`config.mk`:
```
export PLATFORM = sky130hd
export DESIGN_NAME = hdr_exposure_sequencer
export DESIGN_NICKNAME = d
export VERILOG_FILES = /design/src/rtl/hdr_exposure_sequencer.sv
export SDC_FILE = /design/constraint.sdc
export NUM_CORES = 1
export LEC_CHECK = 0
export ABC_AREA = 1
export CORE_UTILIZATION = 30
export DETAILED_ROUTE_END_ITERATION = 12
export SLEW_MARGIN = 5
export SYNTH_ARGS = -nofsm -noshare
export SYNTH_HDL_FRONTEND = slang
export SYNTH_SLANG_ARGS = --single-unit
```
`constraint.sdc`:
```
create_clock -name clk_25M -period 1.8 [get_ports clk_25M]
set_clock_uncertainty 0.05 [all_clocks]
set_input_delay 0.18 -clock clk_25M [delete_from_list [all_inputs] [get_ports clk_25M]]
set_output_delay 0.18 -clock clk_25M [all_outputs]
set_load 0.03 [all_outputs]
```
`src/rtl/hdr_exposure_sequencer.sv`:
```
// HDR exposure bracket sequencer: steps a programmable AEC table once per frame and
// arbitrates manual, COM8 and exposure writes onto one config-engine request port.
// Build option EXP_FULL_AEC_EN: the exposure write becomes 3 bytes (07/10/04) instead of 10 only.
// state     | meaning
// IDLE      | pick next pending write (man > com8 > exp), load address/data
// ISSUE     | cfg_start pulse, busy asserted
// WAIT_DONE | hold address/data until cfg_done
// NEXT      | load following byte of a multi-byte exposure write
module hdr_exposure_sequencer #(
  parameter int          NUM_EXP   = 3,
  parameter int          IDX_W     = 3,
  parameter int          FRAME_LAG = 2,
  parameter logic [15:0] EXP_STEP  = 16'h0150
) (
  input  logic             clk_25M,
  input  logic             rst_n,
  input  logic             man_start,
  input  logic [7:0]       man_addr,
  input  logic [7:0]       man_data,
  input  logic             hdr_en,
  input  logic             change_exp,
  input  logic             tbl_we,
  input  logic [IDX_W-1:0] tbl_idx,
  input  logic [15:0]      tbl_val,
  output logic             cfg_start,
  output logic [7:0]       cfg_addr,
  output logic [7:0]       cfg_data,
  input  logic             cfg_done,
  output logic [IDX_W-1:0] cur_idx,
  output logic [IDX_W-1:0] frame_tag,
  output logic [7:0]       overrun_cnt,
  output logic             busy
);

  localparam int               TBL_N     = 1 << IDX_W;
  localparam logic [IDX_W-1:0] LAST_IDX  = IDX_W'(NUM_EXP - 1);
  localparam logic [7:0]       COM8_ADDR = 8'h13;
  localparam logic [7:0]       COM8_ON   = 8'hC4;
  localparam logic [7:0]       COM8_OFF  = 8'hC5;

  typedef enum logic [1:0] {IDLE, ISSUE, WAIT_DONE, NEXT} state_t;

  state_t           state_q;
  logic             man_start_q, hdr_en_q;
  logic             man_pend_q, com8_pend_q, exp_pend_q;
  logic [7:0]       man_addr_q, man_data_q, com8_data_q;
  logic [15:0]      tbl_q [TBL_N];
  logic [IDX_W-1:0] cur_idx_q, cur_idx_d;
  logic [IDX_W-1:0] tag_q [FRAME_LAG];
  logic [7:0]       overrun_q;
  logic [7:0]       cfg_addr_q, cfg_data_q;
  logic             cfg_start_q, busy_q;

  logic             man_rise, hdr_rise, hdr_edge, exp_evt;
  logic             pick_man, pick_com8, pick_exp;
  logic [15:0]      sel_val;
  logic [7:0]       first_addr, first_data;
  logic             exp_last;

`ifdef EXP_FULL_AEC_EN
  // Only the low 10 bits are needed after the first byte has been issued.
  logic [9:0]       exp_val_q;
  logic [1:0]       byte_q, byte_d;
  logic [7:0]       next_addr, next_data;

  always_comb begin
    byte_d    = byte_q + 2'd1;
    next_addr = 8'h04;
    next_data = {6'b0, exp_val_q[1:0]};
    if (byte_d == 2'd1) begin
      next_addr = 8'h10;
      next_data = exp_val_q[9:2];
    end
  end

  assign first_addr = 8'h07;
  assign first_data = {2'b00, sel_val[15:10]};
  assign exp_last   = (byte_q == 2'd2);
`else
  logic unused_sel_bits;
  assign unused_sel_bits = ^{sel_val[15:10], sel_val[1:0]};
  assign first_addr = 8'h10;
  assign first_data = sel_val[9:2];
  assign exp_last   = 1'b1;
`endif

  always_comb begin
    man_rise  = man_start & ~man_start_q;
    hdr_rise  = hdr_en & ~hdr_en_q;
    hdr_edge  = hdr_en ^ hdr_en_q;
    exp_evt   = change_exp & hdr_en;
    pick_man  = (state_q == IDLE) & man_pend_q;
    pick_com8 = (state_q == IDLE) & ~man_pend_q & com8_pend_q;
    pick_exp  = (state_q == IDLE) & ~man_pend_q & ~com8_pend_q & exp_pend_q;
    sel_val   = tbl_q[cur_idx_q];
    cur_idx_d = '0;
    if (hdr_en && cur_idx_q != LAST_IDX) cur_idx_d = cur_idx_q + 1'b1;
  end

  always_ff @(posedge clk_25M or negedge rst_n) begin
    if (!rst_n) begin
      state_q     <= IDLE;
      man_start_q <= 1'b0;
      hdr_en_q    <= 1'b0;
      man_pend_q  <= 1'b0;
      com8_pend_q <= 1'b0;
      exp_pend_q  <= 1'b0;
      man_addr_q  <= '0;
      man_data_q  <= '0;
      com8_data_q <= '0;
      cur_idx_q   <= '0;
      overrun_q   <= '0;
      cfg_addr_q  <= '0;
      cfg_data_q  <= '0;
      cfg_start_q <= 1'b0;
      busy_q      <= 1'b0;
      for (int i = 0; i < TBL_N; i++) tbl_q[i] <= 16'(EXP_STEP * (i + 1));
      for (int j = 0; j < FRAME_LAG; j++) tag_q[j] <= '0;
`ifdef EXP_FULL_AEC_EN
      exp_val_q   <= '0;
      byte_q      <= '0;
`endif
    end else begin
      man_start_q <= man_start;
      hdr_en_q    <= hdr_en;
      cfg_start_q <= 1'b0;

      if (tbl_we && tbl_idx <= LAST_IDX) tbl_q[tbl_idx] <= tbl_val;

      if (man_rise) begin
        man_addr_q <= man_addr;
        man_data_q <= man_data;
      end
      if (hdr_edge) com8_data_q <= hdr_rise ? COM8_ON : COM8_OFF;

      if (change_exp) begin
        cur_idx_q <= cur_idx_d;
        tag_q[0]  <= cur_idx_q;
        for (int j = FRAME_LAG - 1; j > 0; j--) tag_q[j] <= tag_q[j-1];
      end

      // A pending exposure write being taken this cycle is not a skipped one.
      if (exp_evt && exp_pend_q && !pick_exp && overrun_q != 8'hFF)
        overrun_q <= overrun_q + 8'd1;

      // New events win over the clear of a flag that is consumed in the same cycle.
      man_pend_q  <= man_rise | (man_pend_q & ~pick_man);
      com8_pend_q <= hdr_edge | (com8_pend_q & ~pick_com8);
      exp_pend_q  <= exp_evt | (exp_pend_q & ~pick_exp);

      case (state_q)
        IDLE: begin
          if (pick_man) begin
            cfg_addr_q <= man_addr_q;
            cfg_data_q <= man_data_q;
          end else if (pick_com8) begin
            cfg_addr_q <= COM8_ADDR;
            cfg_data_q <= com8_data_q;
          end else if (pick_exp) begin
            cfg_addr_q <= first_addr;
            cfg_data_q <= first_data;
          end
`ifdef EXP_FULL_AEC_EN
          if (pick_exp) begin
            exp_val_q <= sel_val[9:0];
            byte_q    <= 2'd0;
          end else begin
            byte_q    <= 2'd2;
          end
`endif
          if (pick_man || pick_com8 || pick_exp) begin
            state_q     <= ISSUE;
            cfg_start_q <= 1'b1;
            busy_q      <= 1'b1;
          end
        end
        ISSUE: begin
          state_q <= WAIT_DONE;
        end
        WAIT_DONE: begin
          if (cfg_done) begin
            if (exp_last) begin
              state_q <= IDLE;
              busy_q  <= 1'b0;
            end else begin
              state_q <= NEXT;
            end
          end
        end
        NEXT: begin
`ifdef EXP_FULL_AEC_EN
          byte_q     <= byte_d;
          cfg_addr_q <= next_addr;
          cfg_data_q <= next_data;
`endif
          state_q     <= ISSUE;
          cfg_start_q <= 1'b1;
        end
        default: state_q <= IDLE;
      endcase
    end
  end

  assign cfg_start   = cfg_start_q;
  assign cfg_addr    = cfg_addr_q;
  assign cfg_data    = cfg_data_q;
  assign busy        = busy_q;
  assign cur_idx     = cur_idx_q;
  assign frame_tag   = tag_q[FRAME_LAG-1];
  assign overrun_cnt = overrun_q;

endmodule

```
==> key figures, run 1 <==
Global route
  • Gr ovfl total: 0
  • Initial antenna violation count: 0
  • First-pass GRT wire length: around 19 mm
  • Largest net degree at the start of global routing: a little over 50
  • Vias in the first global route: ~3800
  • Total GRT Usage: 0.133

Synthesis
  • Seq/Total Area, Yosys: 0.588
  • Yosys top cell by area: dfrtp_1
  • Mapped Cells: approximately 580
  • Synth top area cells: dfrtp_1 45%, dfstp_2 13%, nand2_1 8.9%, inv_1 4.3%, o21ai_0 4.2%
  • Post-Syn Nets: around 630
  • Post-synth cell types: 31
  • Yosys warning total: 0
  • Register bit total from synthesis: ~120
  • Cell area after synthesis: ~5300 um2
  • Synth Area per Inst: just over 9 um2
  • Post-synth top area share: 0.455

Placed design
  • PortBufs: 65
  • Placed cell area: between 6000 and 7000 um2
  • Inst Count DP: around 800
  • Placed wire-length estimate: 7.47 mm
  • Dpl ws: approximately 0.13 ns
  • GP Congestion: between 0.7 and 0.8

STA
  • PnR worst setup slack: 0.0529 ns
  • Worst-Margin Slew: ~0.46 ns
  • Endpoints failing setup: 0
  • Setup TNS: 0 ns
  • Fmax: roughly 570 MHz
  • Tmin final: about 1.7 ns
  • Tcrit/Tclk final: 0.971
  • Unrepaired setup endpoints after global routing: no
  • Max-Slew Margin vs Limit: 0.695
  • Slew Viols, Final: 0
  • Hold Fails Final Rpt: 0

Layout
  • Number of inserted diodes: 0
  • Area Overhead vs Synth: 26.9%
  • Fin cells: between 800 and 900
  • Layout cells sized above 1: 0.143
  • Final #Nets: roughly 670
  • Final Instance Area: 6780 um2

Pwr
  • Leak: between 3 and 4 nW
  • PD cells: approximately 1700 nW/um2
  • Peak supply drop: between 0.7 and 0.8 mV

Floorplanning
  • Row Count: between 40 and 50
  • Core Footprint: 17400 um2
  • Die area: ~18000 um2
  • Die H: ~140 um
  • # IOs: 74
  • Initial Util: 0.308
  • Die width: roughly 140 um

Worst setup path
  • Buffers & Inverters on Critical Path: 1
  • Crit end category: output port
  • Critical path's largest stage delay: about 0.7 ns
  • CP startpoint kind: register
  • Crit Path Max Fanout: 4
  • Required @ worst endpoint: 1.57 ns
  • WP data arrival: 1.52 ns
  • Crit Path Class: register to output port
  • CP Cell Sequence: clkdlybuf4s50_1
  • Slowest-stage cell, CP: clkdlybuf4s50_1
  • CP top delay family: buffers and inverters

Route
  • DRT antenna net count: 0
  • Iter 0 DRT Violations: approximately 200
  • DR vias: approximately 3700
  • WL/cell: approximately 13 um
  • Post-route DRC violation count: 0
  • DRT Pass-1 Iters: 4
  • Final WL: 11.0 mm
  • Vias per inst: around 4.4

Clock tree
  • Setup Fix Bufs, Post-CTS: 0
  • Max clock buf depth: 2
  • Clk_lat worst skew: roughly 0.41 ns
  • Cts bufs inserted: 17
  • CTS Sinks: 124
  • CTS H-Tree Depth: 4
  • Root buffer cell: clkbuf_16
  • CTS tree: done
  • Clock transition at path regs: approximately 0.05 ns

Outcome
  • Outcome: completed

Min path
  • HP Class: input port to async pin

Job
  • # Max-Cap Violations: 0
-- final timing paths --
check | from | endpoint | slack, ns | depth (start not counted)
setup / recovery | overrun_cnt[6]$_DFFE_PN0P_ | overrun_cnt[6] | 0.05 | 1
hold / removal | rst_n | overrun_cnt[5]$_DFFE_PN0P_ | 0.20 | 2
setup reg to reg | state_q[0]$_DFFE_PN0P_ | overrun_cnt[7]$_DFFE_PN0P_ | 0.16 | 9
hold reg to reg | tbl_q[39]$_DFFE_PN1P_ | tbl_q[39]$_DFFE_PN1P_ | 0.31 | 0
max in group asynchronous | rst_n | tbl_q[52]$_DFFE_PN1P_ | 0.84 | 3
min in group clk_25M | man_start | man_start_q$_DFF_PN0_ | 0.20 | 1
-- repair_timing --
item,4_1_cts,5_1_grt
resized for setup,4,3
endpoints found under the hold margin,29,0
cloned,0,0
hold buffers,1,0
setup endpoints to repair,4,11
-- area by class of cell --
type	count	area (um2)
Tap cell	225	282
Clock buffer	26	499
Fill cell	1681	10600
Timing Repair Buffer	79	798
Multi-Input combinational cell	331	1680
Sequential cell	124	3140
Inverter	65	244
Clock inverter	6	133
-- flip-flops by register name (all words and copies together), names as in the netlist, 2 cells and up --
signal,flops
tbl_q,64
cur_idx,3
cfg_data,8
overrun_cnt,8
man_data_q,8
cfg_addr,8
man_addr_q,8
state_q,2
tag_q,3
frame_tag,3
com8_data_q,2
-- cells in the mapped netlist --
cell and n:
buf_4 7, clkinv_1 1, nor3_1 1, a21boi_0 1, clkbuf_1 46, nand4_1 1
nand2_4 1, xnor2_1 3, o22ai_1 3, nor2_1 43, mux2_2 10, o211ai_1 13
a21oi_1 23, o21ai_2 1, buf_6 2, o21ai_0 45, nand2_2 2, nand2_1 126
nand3_1 39, nand4_4 1, xor2_1 4, nand3b_1 1, o22a_1 1, dfstp_2 27
or2_2 1, ha_1 8, o21ai_1 3, inv_1 61, inv_2 3, buf_2 8
dfrtp_1 97
-- logic make-up (layout without fill, tap and decap cells) --
family	Yosys count	count (layout)	synth area share
muxes	10	10	0.0211
xor gates and xnor gates	7	7	0.0115
adders and majority gates	8	8	0.0187
AOI/OAI and AO/OA	90	90	0.0930
buffers and inverters	128	176	0.0996
DFF	124	124	0.588
and+or+nand+nor	216	216	0.169
-- placed cells by master (no fill, tap or decap), types with 7 or more instances in the layout --
| cell type | count |
|---|---|
| nand2_1 | 126 |
| dfrtp_1 | 97 |
| inv_1 | 61 |
| clkdlybuf4s50_1 | 57 |
| o21ai_0 | 45 |
| nor2_1 | 43 |
| nand3_1 | 39 |
| dfstp_2 | 27 |
| a21oi_1 | 23 |
| clkbuf_16 | 17 |
| o211ai_1 | 13 |
| buf_4 | 12 |
| mux2_2 | 10 |
| ha_1 | 7 |
-- where the power goes --
group / switching (mW) / total [mW] / internal (mW)
clock: 1.14 / 3.60 / 2.46
sequential: 0.399 / 3.75 / 3.36
combinational: 2.36 / 3.82 / 1.47
total: 3.90 / 11.2 / 7.28
-- metal layers --
metal	global-route usage	wire length, um	up-vias
li1	-	-	1894
met1	0.183	5490	1741
met2	0.195	4830	89
met3	0.0363	465	15
met4	0.0587	210	0
met5	0	0	-
-- stage by stage --
stage / power, mW / hold WS [ns] / util
after global placement: 7.50 / 0.0920 / 0.353
after global routing: 11.9 / 0.213 / 0.390
after floorplan: 6.23 / -0.166 / -
final: 11.2 / 0.199 / 0.390
after CTS: 11.2 / 0.196 / 0.389
after detailed placement: 7.59 / 0.0962 / 0.353
No activity file was read; power rests on OpenSTA's default activity.
==> inputs of run 2 (changes only) <==
==> constraint.sdc (replaced) <==
create_clock -name clk_25M -period 1.9 [get_ports clk_25M]
set_clock_uncertainty 0.05 [all_clocks]
set_input_delay 0.19 -clock clk_25M [delete_from_list [all_inputs] [get_ports clk_25M]]
set_output_delay 0.19 -clock clk_25M [all_outputs]
set_load 0.03 [all_outputs]
==> run 2 against run 1 <==
Effect of this change:
- cell count fell by 0.12%
- global-route usage down 0.086 points
- setup slack better by 0.036 ns
- combinational power decreased by 6.5%
- critical path type unchanged
==> key figures, run 2 (synthesis gave the netlist of run 1 again) <==
STA
  • Unrepaired setup endpoints after global routing: no (unchanged)
  • Tmin final: roughly 1.8 ns
  • Max-Slew Margin vs Limit: 0.682 (was 0.695)
  • Worst-Margin Slew: 0.477 ns (was 0.457 ns)
  • Setup TNS: 0 ns (unchanged)
  • Fmax: 552 MHz
  • Hold_ws: 0.192 ns (was 0.199 ns)
  • Endpoints failing setup: 0 (unchanged)
  • Slew Viols, Final: 0 (unchanged)
  • Tcrit/Tclk final: 0.953
  • Hold Fails Final Rpt: 0 (unchanged)

Min path
  • HP Class: input port to register (was input port to async pin)

Floorplanning
  • Die H: 135 um (unchanged)
  • Row Count: 48 (unchanged)
  • Core Footprint: 17400 um2 (unchanged)
  • Die area: 18300 um2 (unchanged)
  • Die width: 135 um (unchanged)
  • # IOs: 74 (unchanged)
  • Initial Util: 0.308 (unchanged)

Route
  • WL/cell: 12.7 um (was 12.9 um)
  • DRT antenna net count: 0 (unchanged)
  • DR vias: 3766 (was 3739)
  • Final WL: 10.9 mm (was 11.0 mm)
  • Post-route DRC violation count: 0 (unchanged)
  • Vias per inst: 4.40 (was 4.37)
  • Iter 0 DRT Violations: 297 (was 204)
  • DRT Pass-1 Iters: 6 (was 4)

Layout
  • Filler cell count in the final layout: 1710 (was 1681)
  • Largest register FFs: 64 (unchanged)
  • Number of inserted diodes: 0 (unchanged)
  • Footprint of the multi-input gates: 1670 um2 (was 1680 um2)
  • Reg with most FFs: tbl_q (unchanged)
  • Sequential cell area: 3140 um2 (unchanged)
  • Final Util: 0.388 (was 0.390)
  • Layout cells sized above 1: 0.140 (was 0.143)
  • Final #Nets: 667 (was 668)
  • Area Overhead vs Synth: 26.2% (was 26.9%)
  • Commonest non-fill, non-tap cell in the layout: nand2_1 (unchanged)
  • Most frequent cells in the layout: 126 x nand2_1, 97 x dfrtp_1, 61 x inv_1, 61 x clkdlybuf4s50_1, 45 x o21ai_0 (was 126 x nand2_1, 97 x dfrtp_1, 61 x inv_1)

Worst setup path
  • Slowest-stage cell, CP: clkdlybuf4s50_1 (unchanged)
  • CP Cell Sequence: clkdlybuf4s50_1 (unchanged)
  • Critical path's largest stage delay: 0.71 ns (was 0.69 ns)
  • Crit Path Class: register to output port (unchanged)
  • Crit Path Max Fanout: 6 (was 4)
  • WP data arrival: 1.57 ns (was 1.52 ns)
  • Required @ worst endpoint: 1.66 ns (was 1.57 ns)
  • Crit end category: output port (unchanged)
  • Buffers & Inverters on Critical Path: 1 (unchanged)
  • CP startpoint kind: register (unchanged)
  • CP top delay family: buffers and inverters (unchanged)

Global route
  • First-pass GRT wire length: 18.6 mm (was 18.9 mm)
  • Total GRT Usage: 0.132 (was 0.133)
  • Vias in the first global route: 3857 (was 3812)
  • Largest net degree at the start of global routing: 45 (was 51)
  • Gr ovfl total: 0 (unchanged)
  • Initial antenna violation count: 0 (unchanged)

Outcome
  • Outcome: completed (unchanged)

Pwr
  • Peak supply drop: 0.872 mV (was 0.743 mV)
  • Leak: 3.15 nW (was 3.17 nW)
  • PD cells: 1550 nW/um2 (was 1650 nW/um2)

Job
  • # Max-Cap Violations: 0 (unchanged)

Placed design
  • Placed wire-length estimate: 7.43 mm (was 7.47 mm)
  • PortBufs: 65 (unchanged)
  • GP Congestion: 0.763 (was 0.785)

Clock tree
  • CTS H-Tree Depth: 4 (unchanged)
  • Clock transition at path regs: 0.05 ns (about the same)
  • Setup Fix Bufs, Post-CTS: 0 (unchanged)
  • Root buffer cell: clkbuf_16 (unchanged)
  • Cts bufs inserted: 17 (unchanged)
  • CTS tree: done (unchanged)
  • Clk_lat worst skew: 0.42 ns (was 0.41 ns)
  • Max clock buf depth: 2 (unchanged)
  • CTS Sinks: 124 (unchanged)
run 2: cell types whose count changed in the layout (fill, tap and decap cells not counted), moves of 2 or more:
cell             previous run  this run
buf_4                      12        10
clkdlybuf4s50_1            57        61
clkinv_2                    1         3
dlygate4sd2_1               4         1
run 2: worst paths after layout:
| check | start | endpoint | slack [ns] | cells past startpoint |
|---|---|---|---|---|
| min in group asynchronous | rst_n | man_addr_q[0]$_DFFE_PN0P_ | 0.22 | 2 |
| min reg2reg | tbl_q[38]$_DFFE_PN1P_ | tbl_q[38]$_DFFE_PN1P_ | 0.31 | 0 |
| max | overrun_cnt[2]$_DFFE_PN0P_ | overrun_cnt[2] | 0.09 | 1 |
| max reg2reg | state_q[1]$_DFFE_PN0P_ | overrun_cnt[7]$_DFFE_PN0P_ | 0.21 | 9 |
| max in group asynchronous | rst_n | tbl_q[87]$_DFFE_PN1P_ | 0.93 | 3 |
| min | man_start | man_start_q$_DFF_PN0_ | 0.19 | 1 |
run 2: layout make-up:
| type | instances | share of cell area |
|---|---|---|
| Inverter | 65 | 0.0362 |
| Multi-Input combinational cell | 331 | 0.248 |
| Tap cell | 225 | 0.0418 |
| Clock inverter | 7 | 0.0167 |
| Timing Repair Buffer | 78 | 0.118 |
| Clock buffer | 25 | 0.0735 |
| Sequential cell | 124 | 0.466 |
run 2: routing by layer:
layer / vias up / share of wire / global-route usage
li1: 1891 / - / -
met1: 1772 / 0.51 / 0.177
met2: 85 / 0.43 / 0.197
met3: 18 / 0.044 / 0.0318
met4: 0 / 0.020 / 0.0687
met5: - / 0 / 0
run 2: power breakdown:
part	switching (mW)	internal (mW)
Clock	1.09	2.19
Sequential	0.393	3.18
Combinational	2.21	1.36
Total	3.69	6.73
run 2: per-stage QoR:
stage | total power, mW | worst slack [ns] | cell area (um2) | instances
floorplan | 5.91 | 0.305 | 5340 | 583
global placement | 7.11 | 0.278 | 6120 | 822
detailed placement | 7.21 | 0.238 | 6120 | 822
CTS | 10.5 | 0.00416 | 6740 | 855
global route | 11.1 | 0.0339 | 6740 | 855
finish | 10.4 | 0.0892 | 6740 | 855
run 2: timing repair:
action | 4_1_cts | 5_1_grt
endpoints found under the setup margin | 1 | 1
hold buffers | 1 | 0
resized for setup | 1 | 1
hold endpoints to repair | 24 | 0
